`config.mk`:
```
export PLATFORM = sky130hd
export DESIGN_NAME = operand_b_stage
export DESIGN_NICKNAME = d
export VERILOG_FILES = /design/src/rtl/operand_b_stage_pkg.sv /design/src/rtl/operand_b_stage_sel.sv /design/src/rtl/operand_b_stage.sv
export SDC_FILE = /design/constraint.sdc
export NUM_CORES = 1
export LEC_CHECK = 0
export BUFFER_PORTS_ARGS = -buffer_cell sky130_fd_sc_hd__buf_2
export CAP_MARGIN = 40
export CORE_MARGIN = 2
export CORE_UTILIZATION = 45
export CTS_CLUSTER_SIZE = 28
export DETAILED_ROUTE_END_ITERATION = 10
export GPL_TIMING_DRIVEN = 0
export PLACE_DENSITY = 0.77
export SYNTH_ARGS = -nofsm -noshare
export SYNTH_HDL_FRONTEND = slang
export SYNTH_HIERARCHICAL = 1
export SYNTH_SLANG_ARGS = --single-unit
```
`constraint.sdc`:
```
create_clock -name clk -period 1.9 [get_ports clk]
set_clock_uncertainty 0.05 [all_clocks]
set_input_delay 0.38 -clock clk [delete_from_list [all_inputs] [get_ports clk]]
set_output_delay 0.38 -clock clk [all_outputs]
set_load 0.1 [all_outputs]
```
`src/rtl/operand_b_stage_pkg.sv`:
```
// Shared constants for the operand-B select stage: source indices and default width.
package operand_b_stage_pkg;

  localparam int DEFAULT_WIDTH = 32;

  localparam int SRC_RT    = 0;
  localparam int SRC_SEXT  = 1;
  localparam int SRC_ZEXT  = 2;
  localparam int SRC_SHAMT = 3;

  function automatic int sel_width(input int nsrc);
    return (nsrc > 1) ? $clog2(nsrc) : 1;
  endfunction

endpackage

```
`src/rtl/operand_b_stage_sel.sv`:
```
// Combinational source mux; out-of-range select yields zero data and raises err.
// Zero latency, no flow control of its own.
module operand_sel #(
  parameter int WIDTH = 32,
  parameter int NSRC  = 4,
  parameter int SELW  = 2
) (
  input  logic [SELW-1:0]       sel,
  input  logic [NSRC*WIDTH-1:0] src,
  output logic [WIDTH-1:0]      dat,
  output logic                  err
);

  always_comb begin
    dat = '0;
    err = 1'b1;
    for (int k = 0; k < NSRC; k++) begin
      if (sel == SELW'(k)) begin
        dat = src[k*WIDTH +: WIDTH];
        err = 1'b0;
      end
    end
  end

endmodule

```
`src/rtl/operand_b_stage.sv`:
```
// Operand-B select stage with a two-entry skid buffer; 1-cycle latency when not full.
// in_ready is registered (low only when the skid entry is occupied), never derived from out_ready.
module operand_b_stage
  import operand_b_stage_pkg::*;
#(
  parameter  int WIDTH = DEFAULT_WIDTH,
  parameter  int NSRC  = 4,
  localparam int SELW  = sel_width(NSRC)
) (
  input  logic                  clk,
  input  logic                  rst_n,
  input  logic                  in_valid,
  output logic                  in_ready,
  input  logic [SELW-1:0]       in_sel,
  input  logic [NSRC*WIDTH-1:0] in_src,
  input  logic                  flush,
  output logic                  out_valid,
  input  logic                  out_ready,
  output logic [WIDTH-1:0]      out_data,
  output logic [SELW-1:0]       out_sel,
  output logic                  sel_err
);

  localparam logic [1:0] EMPTY = 2'd0;
  localparam logic [1:0] ONE   = 2'd1;
  localparam logic [1:0] FULL  = 2'd2;

  logic [1:0]       st;
  logic [WIDTH-1:0] main_dat, skid_dat, new_dat;
  logic [SELW-1:0]  main_sel, skid_sel;
  logic             new_err, err_q;
  logic             in_xfer, out_xfer;

  operand_sel #(.WIDTH(WIDTH), .NSRC(NSRC), .SELW(SELW)) u_sel (
    .sel (in_sel),
    .src (in_src),
    .dat (new_dat),
    .err (new_err)
  );

  assign in_ready  = (st != FULL);
  assign out_valid = (st != EMPTY);
  assign out_data  = main_dat;
  assign out_sel   = main_sel;
  assign sel_err   = err_q;

  assign in_xfer  = in_valid && in_ready;
  assign out_xfer = out_valid && out_ready;

  // Main is cleared whenever it empties so outputs read zero while invalid.
  always_ff @(posedge clk) begin
    if (!rst_n || flush) begin
      st       <= EMPTY;
      main_dat <= '0;
      main_sel <= '0;
      skid_dat <= '0;
      skid_sel <= '0;
      err_q    <= 1'b0;
    end else begin
      err_q <= in_xfer && new_err;
      case (st)
        EMPTY: begin
          if (in_xfer) begin
            main_dat <= new_dat;
            main_sel <= in_sel;
            st       <= ONE;
          end
        end
        ONE: begin
          if (in_xfer && out_xfer) begin
            main_dat <= new_dat;
            main_sel <= in_sel;
          end else if (in_xfer) begin
            skid_dat <= new_dat;
            skid_sel <= in_sel;
            st       <= FULL;
          end else if (out_xfer) begin
            main_dat <= '0;
            main_sel <= '0;
            st       <= EMPTY;
          end
        end
        FULL: begin
          if (out_xfer) begin
            main_dat <= skid_dat;
            main_sel <= skid_sel;
            skid_dat <= '0;
            skid_sel <= '0;
            st       <= ONE;
          end
        end
        default: st <= EMPTY;
      endcase
    end
  end

endmodule

```
* Word-level counts from Yosys, hierarchy flattened
Cells that the tools add are included.
** Word-level totals
- Register bits after elaboration :: 71
- Input port bits :: 135
- Output and inout port bits :: 37
- Word-level logic and storage cells :: 62
** Cells by class
- Eq/ne operators :: 13
- Multiplexer cells :: 29
- Reductions and logical operators :: 14
** Operators by type and width (count)
- 2-to-1 mux 32 bit :: 10
- one-hot mux 32 bit (3 select lines) :: 1
- one-hot mux 32 bit (2 select lines) :: 1
- 2-to-1 mux 2 bit :: 10
- one-hot mux 2 bit (3 select lines) :: 2
- inequality test 2 bit, second input constant :: 5
- inequality test 3 bit, second input constant :: 3
- AND reduction 4 bit :: 2
- equality test 2 bit, second input constant :: 3
- AND reduction 5 bit :: 1
- equality test 2 x 1 -> 1 bit, second input constant :: 2
- logical AND 1 bit :: 4
- zero test 2 bit :: 2
- 2-to-1 mux 1 bit :: 4
- one-hot mux 2 bit (2 select lines) :: 1
- nonzero test 2 bit :: 2
- nonzero test 3 bit :: 1
- zero test 1 bit :: 1
- logical OR 1 bit :: 1

* Longest topological paths before layout
Gate-level depths: netlist of the first run.
- Depth after elaboration :: 8
- Depth in mapped cells :: 9

* Modules after synthesis
Netlist of the first run, hierarchy kept.
** Modules (own cells, without submodules)
- operand_b_stage :: times used 1, cells an instance 506, area an instance 3747.3 um2
- operand_sel :: times used 1, cells an instance 41, area an instance 825.8 um2

* Least setup slack after synthesis of the first run
OpenSTA, ideal clock, no wires.
- Path kind :: reg-to-output
- Start :: reg st[0]
- End :: out in_ready
- Arrival :: 1.657 ns
- Required time :: 1.470 ns
- Path slack :: -0.187 ns
- Cell stages (with the launch flop) :: 6
- Cells stage by stage :: dfxtp_1 -> inv_1 -> ha_1 -> buf_2 -> buf_1 -> inv_1
** On the way
- Longest elaborated chain between the ends :: 1
** RTL lines
- start: declaration :: line operand_b_stage.sv:28 : logic [1:0] st;
- start signal: assignment :: line operand_b_stage.sv:53 : st <= EMPTY;
- start signal: assignment :: line operand_b_stage.sv:66 : st <= ONE;
- start signal: assignment :: line operand_b_stage.sv:76 : st <= FULL;
- inequality test 2 bit :: line operand_b_stage.sv:41 : assign in_ready = (st != FULL);
- end: declaration :: line operand_b_stage.sv:13 : output logic in_ready,
No other way between the ends.

* Final worst setup path of the first run
- Start :: reg st[1]
- End :: reg skid_sel[0]
** On the way
- Longest elaborated chain between the ends :: 5
- Elaborated cells between the ends (all ways) :: 13
- Classes of those cells :: eq/ne: 6; mux: 1; reduce/logical: 6
** RTL lines
- inequality test 2 bit / nonzero test 2 bit (equally long branches) :: line operand_b_stage.sv:41, operand_b_stage.sv:42
- logical AND 1 bit (on tied branches) :: line operand_b_stage.sv:47, operand_b_stage.sv:48
- logical AND 1 bit :: line operand_b_stage.sv:70 : if (in_xfer && out_xfer) begin
- inequality test 2 bit (no line)
- AND reduction 4 bit (no line)
- end signal: assignment :: line operand_b_stage.sv:75 : skid_sel <= in_sel;
- end: declaration :: line operand_b_stage.sv:30 : logic [SELW-1:0] main_sel, skid_sel;
Several ways; a longest one is shown, not always the timed one.
A chain may end at the register's enable or synchronous reset.

==> results.toml, run 1 <==
[place]
post-place-ws_ps = -552
dp.cells = 851
hpwlAfterDp_um = 11000
numPortBuffers = 171
gp_congestion = 0.901

[logic_synthesis]
synth_area_per_cell_sq_um = 8.36
synth_cell_type_count = 34
synth_top_cells_by_area = "dfxtp_1 (31%), mux4_2 (15%), o21ai_0 (11%)"
yosysWarnings = 6
syn_area_sq_um = 4570
post-synth-top-area-cell = "dfxtp_1"
synth.net_count = 689
ys_seq_area_frac = 0.311
synthCells = 547
postSynthRegisterBits = 71
post-synth-top-area-fraction = 0.311

[clock_network]
postCtsHoldBufs = 0
cts_buffers = 9
cts_sink_cnt = 71
cts.root.buffer_cell = "clkbuf_8"
max-clock-path-buffers = 2
htree_levels = 3
cts.clk_slew.worst_paths_ps = 80
clock_latency_reported_for_the_late_side_of_the_worst_skew_pair_ps = 350
tritoncts = "done"

[power]
seq_pwr_share = 0.361
power.share.combinational = 0.299
power.density_nw_per_um2 = 669
switchingPower_mw = 1.44
clkPwrFrac = 0.340
leak_pwr_nw = 2.79
p_int_mw = 2.90
peakVddDrop_v = 0.000385
power.share.switching = 0.331

[grt]
grt_remaining_overflow = 0
grt.total_usage = 0.278
grt_start_max_net_pins = 13
grt_antenna_before_repair = 0
grt_pass1_wl_um = 24800
via_count_of_the_first_global_routing_pass = 5130

[critical_path]
required_time_of_the_critical_path_ps = 2120
critical-path-top-cell-by-count = "buf_6"
timing.critical_path.from_type = "flop"
crit_path_end_kind = "flop"
worst_setup_path_category = "reg -> reg"
worst_ep_arrival_time_ps = 2190
master_of_the_slowest_instance_on_the_critical_path = "dfxtp_4"
highest_cell_delay_on_the_worst_timing_path_ps = 380
crit_path_cell_trace = "buf_6, ha_4, buf_6, nor2b_1, o22a_2, a21boi_4, buf_12, buf_8, o21ai_0"
worstPathMaxFanout = 10

[floorplan]
ios = 172
die_x_um = 105
std_cell_rows = 36
initial_utilization = 0.466
die-height_um = 105
floorplan.core_area_sq_um = 9820
dieArea_sq_um = 11000

[timing]
finalHoldViolCount = 0
slew_viol_final = 0
fin_crit_sh = 1.04
timing.slew.headroom = 0.621
tmin_final_ps = 1970
timing_worst_slew_pin_value_ps = 568
setup_repair_after_global_routing_missed_its_margin = "true"
setup_violation_total_in_the_final_timing_report = 55
clock.fmax_mhz = 507
fin_worst_setup_slack_ps = -73.3

[status]
violations_in_the_final_reports = "setup timing"
outcome = "complete, but fails checks"

[routing]
post_drt_wl_per_cell_um = 18.2
detail_route.drc_violations = 0
drt-initial-drc-count = 442
routed_vias = 5359
drt_pass1_iterations = 5
ant_nets = 0
vias_per_cell = 6.01
wirelength_um = 16200

[finish]
synthToLayoutAreaGrowth_pct = 41.6
layout_commonest_cell = "buf_2"
filler_cell_count = 842
finalNonFillerCells = 891
drive_above_1_share = 0.437
nNetsFinal = 895
mostFrequentLayoutCells = "buf_2 (178), o21ai_0 (69), dfxtp_1 (69)"
antenna_cells_inserted = 0
multi_input_area_sq_um = 2850
ff_latch_area_sq_um = 1430

[hold_path]
class_of_the_tightest_hold_or_removal_check = "in -> reg"

[flow_run]
drv_cap = 0
==> sequential cells by signal, summed over array words and instances, names as in the netlist <==
name,flops
out_data,32
out_sel,2
skid_sel,2
sel_err,1
skid_dat,32
st,2
==> cells in the mapped netlist (all sizes together) <==
master / n
nand3: 34
a2111o: 1
and3b: 1
nand2b: 2
o32a: 1
mux2i: 2
nor2: 4
nand4b: 36
a21boi: 1
nand4: 34
nor3: 34
o21ai: 136
buf: 29
nor2b: 2
nand2: 38
clkbuf: 36
or2: 1
a21oi: 1
and4: 1
a311o: 1
ha: 7
dfxtp: 71
mux4: 32
conb: 1
inv: 39
and2: 1
o22a: 1
==> power groups by stage <==
stage / clock, mW / sequential [mW] / combinational (mW)
after CTS: 1.47 / 1.56 / 1.19
after global placement: 0 / 1.60 / 1.06
after detailed placement: 0 / 1.60 / 1.09
final: 1.47 / 1.56 / 1.29
after floorplan: 0 / 1.86 / 0.501
after global routing: 1.54 / 1.57 / 1.36
==> path summary, 6_finish.rpt <==
check / end / slack, ps / start / cells after the start
worst min register to register: skid_dat[20]$_SDFFE_PP0P_ / 410 / skid_dat[20]$_SDFFE_PP0P_ / 2
worst max-delay path: skid_sel[0]$_SDFFE_PP0P_ / -70 / st[1]$_SDFFE_PP0P_ / 9
worst min-delay path: skid_sel[0]$_SDFFE_PP0P_ / 330 / in_sel[0] / 3
worst max register to register: skid_sel[0]$_SDFFE_PP0P_ / -70 / st[1]$_SDFFE_PP0P_ / 9
==> layout make-up <==
| class | count | share of cell area |
|---|---|---|
| repair buffers | 200 | 0.182 |
| clock buffers | 10 | 0.0197 |
| clock inverters | 6 | 0.0168 |
| well taps | 133 | 0.0257 |
| inverters | 39 | 0.0240 |
| plain buffers | 60 | 0.0707 |
| multi-input cells | 372 | 0.440 |
| flip-flops and latches | 71 | 0.221 |
==> metrics by stage <==
stage               TNS, ps  power, mW  utilization  cell area, sq um  hold WS [ps]
floorplan                 0       2.36            -              4600           379
global placement     -21750       2.66        0.573              5620           388
detailed placement   -25220       2.69        0.573              5620           393
CTS                   -20.6       4.22        0.637              6250           286
global route          -2650       4.47        0.659              6470           315
finish                -1250       4.33        0.659              6470           326
==> repair_timing <==
item / CTS / global route
pin swaps: 4 / 23
setup buffers: 20 / 3
gates resized for setup: 76 / 93
gates cloned: 3 / 3
setup endpoints to repair: 72 / 66
==> metal layers <==
metal	up-vias	GRT usage	share of wire
li1	2429	-	-
met5	-	0	0
met4	0	0.119	0.037
met2	331	0.480	0.48
met3	56	0.0480	0.089
met1	2543	0.340	0.39
==> cells by family (layout without fill, tap and decap cells) <==
family	Yosys count	in the layout	share of synthesized area
AO/OA/AOI/OAI	142	142	0.161
adder cells (fa/ha/maj)	7	7	0.0192
other	1	1	0.000820
multiplexers	34	34	0.164
buffers and inverters	104	315	0.107
flip-flops	71	71	0.311
AND/OR/NAND/NOR	188	188	0.238
==> worst max-delay path, delay by kind of cell (launching register included) <==
kind	cells	cell delay (ps)
adder cells (fa/ha/maj)	1	160
flip-flops	1	380
AO/OA/AOI/OAI	3	620
AND/OR/NAND/NOR	1	140
buffers and inverters	4	540
(Power assumes the default switching activity.)
==> run 2, diff against run 1 <==
CTS_BUF_LIST = sky130_fd_sc_hd__clkbuf_8 sky130_fd_sc_hd__clkbuf_16   (was unset)
MAX_ROUTING_LAYER = met4   (was unset)
==> results.toml, run 2 (synthesized netlist as in run 1, its figures left out) <==
[floorplan]
dieArea_sq_um = 11000
die_x_um = 105
initial_utilization = 0.466
ios = 172
std_cell_rows = 36
die-height_um = 105
floorplan.core_area_sq_um = 9820

[critical_path]
required_time_of_the_critical_path_ps = 2150
worstPathMaxFanout = 7
worst_ep_arrival_time_ps = 2270
highest_cell_delay_on_the_worst_timing_path_ps = 490
master_of_the_slowest_instance_on_the_critical_path = "a311o_2"
crit_path_end_kind = "flop"
crit_path_cell_trace = "inv_6, ha_4, or2_1, a311o_2, and2_4, clkbuf_16, o21ai_2"
timing.critical_path.from_type = "flop"
worst_setup_path_category = "reg -> reg"

[finish]
filler_cell_count = 842
synthToLayoutAreaGrowth_pct = 39.8
nNetsFinal = 886
design_area_sq_um = 6390
antenna_cells_inserted = 0
mostFrequentLayoutCells = "buf_2 (176), o21ai_0 (72), dfxtp_1 (69)"
multi_input_area_sq_um = 2940
drive_above_1_share = 0.453
ff_latch_area_sq_um = 1430
layout_commonest_cell = "buf_2"

[grt]
grt.total_usage = 0.278
top_usage_layer = "met2"
via_count_of_the_first_global_routing_pass = 5030
grt_pass1_wl_um = 24000
grt_remaining_overflow = 0
grt.met1_usage = 0.325
global_route.usage.met3 = 0.0424
grt_util_met2 = 0.471
grt_start_max_net_pins = 13
grt_antenna_before_repair = 0

[clock_network]
cts_sink_cnt = 71
clock_latency_reported_for_the_late_side_of_the_worst_skew_pair_ps = 360
postCtsHoldBufs = 0
tritoncts = "done"
cts.root.buffer_cell = "clkbuf_8"
cts.clk_slew.worst_paths_ps = 80
cts_buffers = 9
max-clock-path-buffers = 2
htree_levels = 3

[timing]
fin_worst_setup_slack_ps = -121
fin_crit_sh = 1.06
timing.slew.headroom = 0.643
slew_viol_final = 0
timing_worst_slew_pin_value_ps = 536
clock.fmax_mhz = 495
finalHoldViolCount = 0
setup_violation_total_in_the_final_timing_report = 44
setup_repair_after_global_routing_missed_its_margin = "true"
tmin_final_ps = 2020

[place]
numPortBuffers = 171
placedInstanceArea_sq_um = 5620
hpwlAfterDp_um = 11100
post-place-ws_ps = -598
gp_congestion = 0.907

[power]
power.density_nw_per_um2 = 627
peakVddDrop_v = 0.000346
leak_pwr_nw = 2.72

[routing]
drt_pass1_iterations = 5
ant_nets = 0
detail_route.drc_violations = 0
drt-initial-drc-count = 515
vias_per_cell = 6.06
wirelength_um = 16000
post_drt_wl_per_cell_um = 18.1
routed_vias = 5342

[status]
outcome = "complete, but fails checks"
violations_in_the_final_reports = "setup timing"

[flow_run]
drv_cap = 0

[hold_path]
class_of_the_tightest_hold_or_removal_check = "in -> reg"
## run 2: changes by cell type in the layout (fill, tap and decap cells not counted), moves of 3 or more
cell       change
o21ai_0        +3
o21ai_1       -24
nor3_1         +3
clkbuf_2       +5
buf_6          -5
o21ai_2       +21
bufinv_16      -3
nor3_2         -3
buf_4          -8
## run 2: critical path, delay by kind of cell, from the launching register on
family | cells | cell delay (ps)
buffers and inverters | 2 | 240
DFF | 1 | 410
AOI/OAI and AO/OA | 2 | 610
and+or+nand+nor | 2 | 480
adders and majority gates | 1 | 170
## run 2: layout make-up
class	count	area share
buffer	61	0.0679
clock buffer	12	0.0258
clock inverter	4	0.00450
inverter	39	0.0247
multi-input combinational	373	0.460
sequential	71	0.224
tap	133	0.0260
timing repair buffer	189	0.168
## run 2: metrics by stage
stage | hold slack (ps) | setup TNS [ps] | std cells | power [mW] | utilization
final | 311 | -3280 | 882 | 4.01 | 0.651
after global routing | 328 | -4740 | 882 | 4.15 | 0.651
after CTS | 297 | -1450 | 877 | 3.89 | 0.621
after detailed placement | 393 | -26310 | 851 | 2.69 | 0.573
after global placement | 388 | -22720 | 851 | 2.66 | 0.573
after floorplan | 379 | 0 | 547 | 2.36 | -
## run 2: final timing paths
path | start | to | depth (start not counted) | slack [ps]
worst max-delay path | st[0]$_SDFFE_PP0P_ | out_data[21]$_SDFFE_PP0P_ | 7 | -120
worst min-delay path | in_sel[0] | skid_sel[0]$_SDFFE_PP0P_ | 3 | 310
worst max register to register | st[0]$_SDFFE_PP0P_ | out_data[21]$_SDFFE_PP0P_ | 7 | -120
worst min register to register | skid_dat[15]$_SDFFE_PP0P_ | skid_dat[15]$_SDFFE_PP0P_ | 2 | 410
## run 2: what timing repair did
action | 4_1_cts | 5_1_grt
pin swaps | 2 | 28
endpoints found under the setup margin | 72 | 67
buffers inserted | 11 | 9
gates cloned | 2 | 3
endpoints found under the hold margin | 0 | 0
gates resized for setup | 56 | 111
## run 2: power breakdown
group / switching [mW] / total, mW / internal (mW)
clock: 0.610 / 1.19 / 0.581
sequential: 0.0316 / 1.57 / 1.54
combinational: 0.794 / 1.25 / 0.454
## run 2: per-layer routing
layer,vias up,share of wire
li1,2412,-
met1,2532,0.39
met2,338,0.49
met3,60,0.082
met4,0,0.038
met5,-,0
